**src/rtl/countdown_timer_bcd_pkg.sv**
```systemverilog
// Shared definitions for the mm:ss BCD countdown timer: FSM encodings,
// BCD digit limits and preset validation.
package countdown_timer_bcd_pkg;

  typedef enum logic [1:0] {
    ST_IDLE  = 2'd0,
    ST_RUN   = 2'd1,
    ST_PAUSE = 2'd2,
    ST_ALARM = 2'd3
  } timerStateT;

  localparam logic [3:0]  BCD_MAX_UNITS = 4'd9;
  localparam logic [3:0]  BCD_MAX_TENS  = 4'd5;
  localparam logic [15:0] ZERO_TIME     = 16'h0000;

  // A mm or ss field is valid when tens <= 5 and units <= 9.
  function automatic logic isValidField(input logic [7:0] field);
    return (field[7:4] <= BCD_MAX_TENS) && (field[3:0] <= BCD_MAX_UNITS);
  endfunction

endpackage

```
**src/rtl/countdown_timer_bcd_digit.sv**
```systemverilog
// Single BCD down-counting digit; wraps 0 -> MAXV and flags a borrow to the
// next more-significant digit in the same cycle.
module bcd_down_digit #(
  parameter logic [3:0] MAXV = 4'd9
) (
  input  logic       CP,
  input  logic       nCR,
  input  logic       dec,
  input  logic       load,
  input  logic [3:0] d,
  output logic [3:0] q,
  output logic       borrow
);

  assign borrow = dec && (q == 4'd0);

  always_ff @(posedge CP or negedge nCR) begin
    if (!nCR) begin
      q <= 4'd0;
    end else if (load) begin
      q <= d;
    end else if (dec) begin
      q <= (q == 4'd0) ? MAXV : q - 4'd1;
    end
  end

endmodule

```
**src/rtl/countdown_timer_bcd.sv**
```systemverilog
// mm:ss BCD countdown timer: loads a preset, counts down on the shared 1 Hz
// tick, pulses DONE at 00:00 and then holds ALARM for ALARM_SECS ticks.
//
// state    | meaning
// ---------+-----------------------------------------------------------
// ST_IDLE  | stopped; waits for START with a non-zero time
// ST_RUN   | decrementing once per EN tick
// ST_PAUSE | time frozen; START resumes
// ST_ALARM | expired at 00:00; ALARM high until ticks elapse or acknowledged
module countdown_timer_bcd
  import countdown_timer_bcd_pkg::*;
#(
  parameter int ALARM_SECS = 10
) (
  input  logic       CP,
  input  logic       nCR,
  input  logic       EN,
  input  logic       LOAD,
  input  logic       START,
  input  logic       PAUSE,
  input  logic [7:0] PRESET_M,
  input  logic [7:0] PRESET_S,
  output logic [7:0] Q_M,
  output logic [7:0] Q_S,
  output logic       RUNNING,
  output logic       DONE,
  output logic       ALARM,
  output logic       LOAD_ERR
);

  timerStateT state;
  logic [7:0] alarmCnt;

  logic [3:0] secUnits, secTens, minUnits, minTens;
  logic       secUnitsBorrow, secTensBorrow, minUnitsBorrow, minTensBorrow;

  logic presetValid, loadOk, isZero, willZero, decEn;

  assign presetValid = isValidField(PRESET_M) && isValidField(PRESET_S);
  assign loadOk      = LOAD && presetValid;
  assign isZero      = ({minTens, minUnits, secTens, secUnits} == ZERO_TIME);
  assign willZero    = ({minTens, minUnits, secTens, secUnits} == 16'h0001);

  // LOAD and PAUSE both pre-empt a tick; START in RUN is a no-op so EN still counts.
  assign decEn = (state == ST_RUN) && EN && !LOAD && !PAUSE && !isZero;

  bcd_down_digit #(.MAXV(BCD_MAX_UNITS)) uSecUnits (
    .CP(CP), .nCR(nCR), .dec(decEn), .load(loadOk), .d(PRESET_S[3:0]),
    .q(secUnits), .borrow(secUnitsBorrow)
  );

  bcd_down_digit #(.MAXV(BCD_MAX_TENS)) uSecTens (
    .CP(CP), .nCR(nCR), .dec(secUnitsBorrow), .load(loadOk), .d(PRESET_S[7:4]),
    .q(secTens), .borrow(secTensBorrow)
  );

  bcd_down_digit #(.MAXV(BCD_MAX_UNITS)) uMinUnits (
    .CP(CP), .nCR(nCR), .dec(secTensBorrow), .load(loadOk), .d(PRESET_M[3:0]),
    .q(minUnits), .borrow(minUnitsBorrow)
  );

  bcd_down_digit #(.MAXV(BCD_MAX_TENS)) uMinTens (
    .CP(CP), .nCR(nCR), .dec(minUnitsBorrow), .load(loadOk), .d(PRESET_M[7:4]),
    .q(minTens), .borrow(minTensBorrow)
  );

  assign Q_M = {minTens, minUnits};
  assign Q_S = {secTens, secUnits};

  always_ff @(posedge CP or negedge nCR) begin
    if (!nCR) begin
      state    <= ST_IDLE;
      alarmCnt <= 8'd0;
      RUNNING  <= 1'b0;
      DONE     <= 1'b0;
      ALARM    <= 1'b0;
      LOAD_ERR <= 1'b0;
    end else begin
      DONE     <= 1'b0;
      LOAD_ERR <= 1'b0;
      if (LOAD) begin
        if (presetValid) begin
          state    <= ST_IDLE;
          alarmCnt <= 8'd0;
          RUNNING  <= 1'b0;
          ALARM    <= 1'b0;
        end else begin
          LOAD_ERR <= 1'b1;
        end
      end else begin
        case (state)
          ST_IDLE: begin
            if (START && !isZero) begin
              state   <= ST_RUN;
              RUNNING <= 1'b1;
            end
          end
          ST_RUN: begin
            if (PAUSE) begin
              state   <= ST_PAUSE;
              RUNNING <= 1'b0;
            end else if (EN && (willZero || minTensBorrow)) begin
              state    <= ST_ALARM;
              RUNNING  <= 1'b0;
              ALARM    <= 1'b1;
              DONE     <= 1'b1;
              alarmCnt <= 8'(ALARM_SECS);
            end
          end
          ST_PAUSE: begin
            if (START && !PAUSE) begin
              state   <= ST_RUN;
              RUNNING <= 1'b1;
            end
          end
          ST_ALARM: begin
            if (PAUSE || START || (EN && alarmCnt <= 8'd1)) begin
              state    <= ST_IDLE;
              ALARM    <= 1'b0;
              alarmCnt <= 8'd0;
            end else if (EN) begin
              alarmCnt <= alarmCnt - 8'd1;
            end
          end
          default: begin
            state   <= ST_IDLE;
            RUNNING <= 1'b0;
            ALARM   <= 1'b0;
          end
        endcase
      end
    end
  end

endmodule

```
**config.mk**
```make
export PLATFORM = sky130hd
export DESIGN_NAME = countdown_timer_bcd
export DESIGN_NICKNAME = d
export VERILOG_FILES = /design/src/rtl/countdown_timer_bcd_pkg.sv /design/src/rtl/countdown_timer_bcd_digit.sv /design/src/rtl/countdown_timer_bcd.sv
export SDC_FILE = /design/constraint.sdc
export NUM_CORES = 1
export LEC_CHECK = 0
export ABC_CLOCK_PERIOD_IN_PS = 2100
export BUFFER_PORTS_ARGS = -buffer_cell sky130_fd_sc_hd__clkbuf_2
export CORE_ASPECT_RATIO = 0.8
export CORE_MARGIN = 1.5
export CORE_UTILIZATION = 48
export DETAILED_ROUTE_END_ITERATION = 10
export PLACE_DENSITY = 0.8
export SLEW_MARGIN = 30
export SYNTH_ARGS = -nofsm -noshare
export SYNTH_HDL_FRONTEND = slang
export SYNTH_SLANG_ARGS = --single-unit
```
**constraint.sdc**
```tcl
create_clock -name CP -period 2.1 [get_ports CP]
set_input_delay 0.63 -clock CP [delete_from_list [all_inputs] [get_ports CP]]
set_output_delay 0.63 -clock CP [all_outputs]
set_load 0.01 [all_outputs]
```
==> flow_summary.toml <==
[placement]
place_congestion = 0.900
dp_cells = 332
hpwl_um = 3780
place_ws_ns = -0.0532
portBuffers = 41

[critical_path]
max_stage_delay_ns = 0.40
crit_arrival_ns = 2.19
cp_slowest_cell = "dfrtp_1"
criticalPathCategory = "reg2reg"
cp-start-kind = "flip-flop"
critPathRequiredTime_ns = 2.28
cp_cell_sequence = "inv_1, ha_1, nand4bb_1, nor3b_1, nand3_1, or3_1, and3_1"
critPathMaxFanout = 4
cp-end-kind = "flip-flop"
reg2regPathDepth = 7

[die]
start_util_pct = 50.4
fp.dieH_um = 59.7
die-area_mm2 = 0.00441
die-width_um = 73.9
fp.coreArea_mm2 = 0.00383
ios = 42
placementRows = 20

[sta]
rsz0062_at_grt = "yes"
fin_tns_setup_ns = 0
worst_pin_slew_ns = 0.495
post-route-min-period_ns = 2.01
layout_setup_ws_ns = 0.0877
hold_viol = 0
period_share_pct = 95.8
max-slew-margin-rel_pct = 66.7
maxSlewViolCount = 0
max_freq_mhz = 497
setup_viol = 0
fin_skew_ns = 0.0160

[global_routing]
first_global_vias = 1732
grt_pass1_wl_um = 8040
grt_usage_pct = 24.4
grt_max_degree = 31
antenna_found_initial = 0
overflow = 0

[yosys]
synthFlopType = "dfrtp_1"
seq_area_frac_synth_pct = 38.9
yosys_warnings = 0
synth_fp_nets = 239
ys_ff_latch = 30
ys_types = 57
postSynthAreaPerCell_um2 = 9.14
synthCells = 211
syn_area_mm2 = 0.00193
synth-edff-count = 0
async_flop_share_pct = 100

[clock_network]
cts_max_level = 2
cts_hold_buf = 0
cts_tree = "built"
cts_max_path_buffers = 2
numCtsBuffers = 5
clock_sinks = 30
cts_root_buffer = "clkbuf_8"
cts.reportedPaths.clkPinSlew_ns = 0.07
clk_latency_ns = 0.29

[flow_run]
maxCapViolations = 0

[drt]
vias_per_cell = 5.57
drt-wirelength-per-cell_um = 14.7
first_pass_iters = 5
drc_errors = 0
ant_nets = 0
wirelength_um = 5000
drtIter0Drc = 161
num_vias = 1900

[power]
power.leakage_nw = 1.18
ir_worst_vdd_mv = 0.744
powerDensity_mw_per_mm2 = 1140

[finish]
layout.cells.non_filler = 341
drive_gt1_share_pct = 36.7
antenna-diode-count = 0
layout-area-overhead-vs-synth_pct = 32.8
nets = 314

[run_status]
status = "finished clean"

[worst_hold_path]
hold_class = "in2async"
[logic make-up after synthesis]
| logic type | Yosys count | share of synthesized area, % |
|---|---|---|
| simple gates | 90 | 27.4 |
| compound gates | 65 | 24.1 |
| flops | 30 | 38.9 |
| buf+inv | 15 | 2.98 |
| fa+ha+maj | 6 | 3.89 |
| xor+xnor | 3 | 1.36 |
| mux | 2 | 1.30 |
[cells in the final DEF, fill, tap and decap left out, types with 7 or more instances in the layout]
master,n
buf_4,31
o211ai_1,7
dfrtp_1,30
nor2_1,17
clkbuf_2,41
a21oi_1,8
a31oi_1,7
inv_1,10
o21ai_0,15
nand3_1,13
nand2_1,22
[routing by layer]
layer,share of wire [%],vias to the layer above,global-route usage (%)
met5,0,-,0
met2,44,65,34.2
li1,-,941,-
met3,6.4,5,6.24
met4,0.86,0,10.6
met1,49,889,35.4
[metrics by stage]
step                      total power [mW]  util [%]  hold WS, ns  cell area, um2
after global routing                  3.12      66.9        0.379            2560
after global placement                2.24      63.4        0.486            2430
after detailed placement              2.29      63.4        0.491            2430
after floorplan                       1.74         -        0.334            1940
after CTS                             2.90      66.3        0.358            2540
final                                 2.91      66.9        0.349            2560
[synthesized netlist by cell type (2+ instances only)]
library cell | count | area [um2]
dfrtp_1 | 30 | 751
nand2_1 | 22 | 82.6
nor2_1 | 17 | 63.8
o21ai_0 | 15 | 75.1
nand3_1 | 13 | 65.1
inv_1 | 10 | 37.5
a21oi_1 | 9 | 45.0
a31oi_1 | 7 | 43.8
o211ai_1 | 7 | 52.6
ha_1 | 6 | 75.1
o2bb2ai_1 | 5 | 43.8
clkbuf_1 | 4 | 15.0
nor3_1 | 4 | 20.0
o31ai_1 | 4 | 30.0
or2_2 | 4 | 25.0
a211oi_1 | 3 | 22.5
nand2b_1 | 3 | 18.8
or3_1 | 3 | 18.8
xor2_1 | 3 | 26.3
a31o_2 | 2 | 17.5
and3_1 | 2 | 12.5
nand4_2 | 2 | 25.0
nor4_2 | 2 | 25.0
[area by class of cell]
type                       count  area (um2)
sequential                    30         751
clock buffer                   6        82.6
multi-input combinational    166        1130
tap                           55        68.8
clock inverter                 1        30.0
timing repair buffer          73         458
fill                         319        1270
inverter                      10        37.5
[flip-flops by register name (all words and copies together), names as in the netlist]
register	flops
alarmCnt	8
uMinUnits.q	4
DONE	1
uMinTens.q	4
LOAD_ERR	1
state	2
ALARM	1
uSecUnits.q	4
RUNNING	1
uSecTens.q	4
[critical path: cells and delay by family (launching register included)]
| family | cells | cell delay [ns] |
|---|---|---|
| DFF | 1 | 0.40 |
| and+or+nand+nor | 5 | 1.23 |
| adders and majority gates | 1 | 0.18 |
| buffers and inverters | 1 | 0.11 |
[path summary, 6_finish.rpt]
check / start / to / slack (ns)
min in group CP: alarmCnt[7]$_DFFE_PN0P_ / alarmCnt[7]$_DFFE_PN0P_ / 0.50
max reg2reg: state[1]$_DFFE_PN0P_ / uMinTens.q[3]$_DFFE_PN0P_ / 0.09
min: nCR / uSecTens.q[0]$_DFFE_PN0P_ / 0.35
min reg2reg: alarmCnt[7]$_DFFE_PN0P_ / alarmCnt[7]$_DFFE_PN0P_ / 0.50
max: state[1]$_DFFE_PN0P_ / uMinTens.q[3]$_DFFE_PN0P_ / 0.09
max in group asynchronous: nCR / alarmCnt[0]$_DFFE_PN0P_ / 1.46
[repair_timing]
action | CTS | global route
endpoints found under the hold margin | 0 | 0
setup buffers | 0 | 2
resized for setup | 0 | 1
endpoints found under the setup margin | 0 | 7
[power breakdown]
part / leakage (nW) / switching [mW] / internal (mW) / total (mW)
Sequential: 0.380 / 0.235 / 0.763 / 0.997
Clock: 0.0573 / 0.215 / 0.379 / 0.594
Combinational: 0.743 / 0.696 / 0.624 / 1.32
Note: power is estimated with default switching activity, not from simulation.
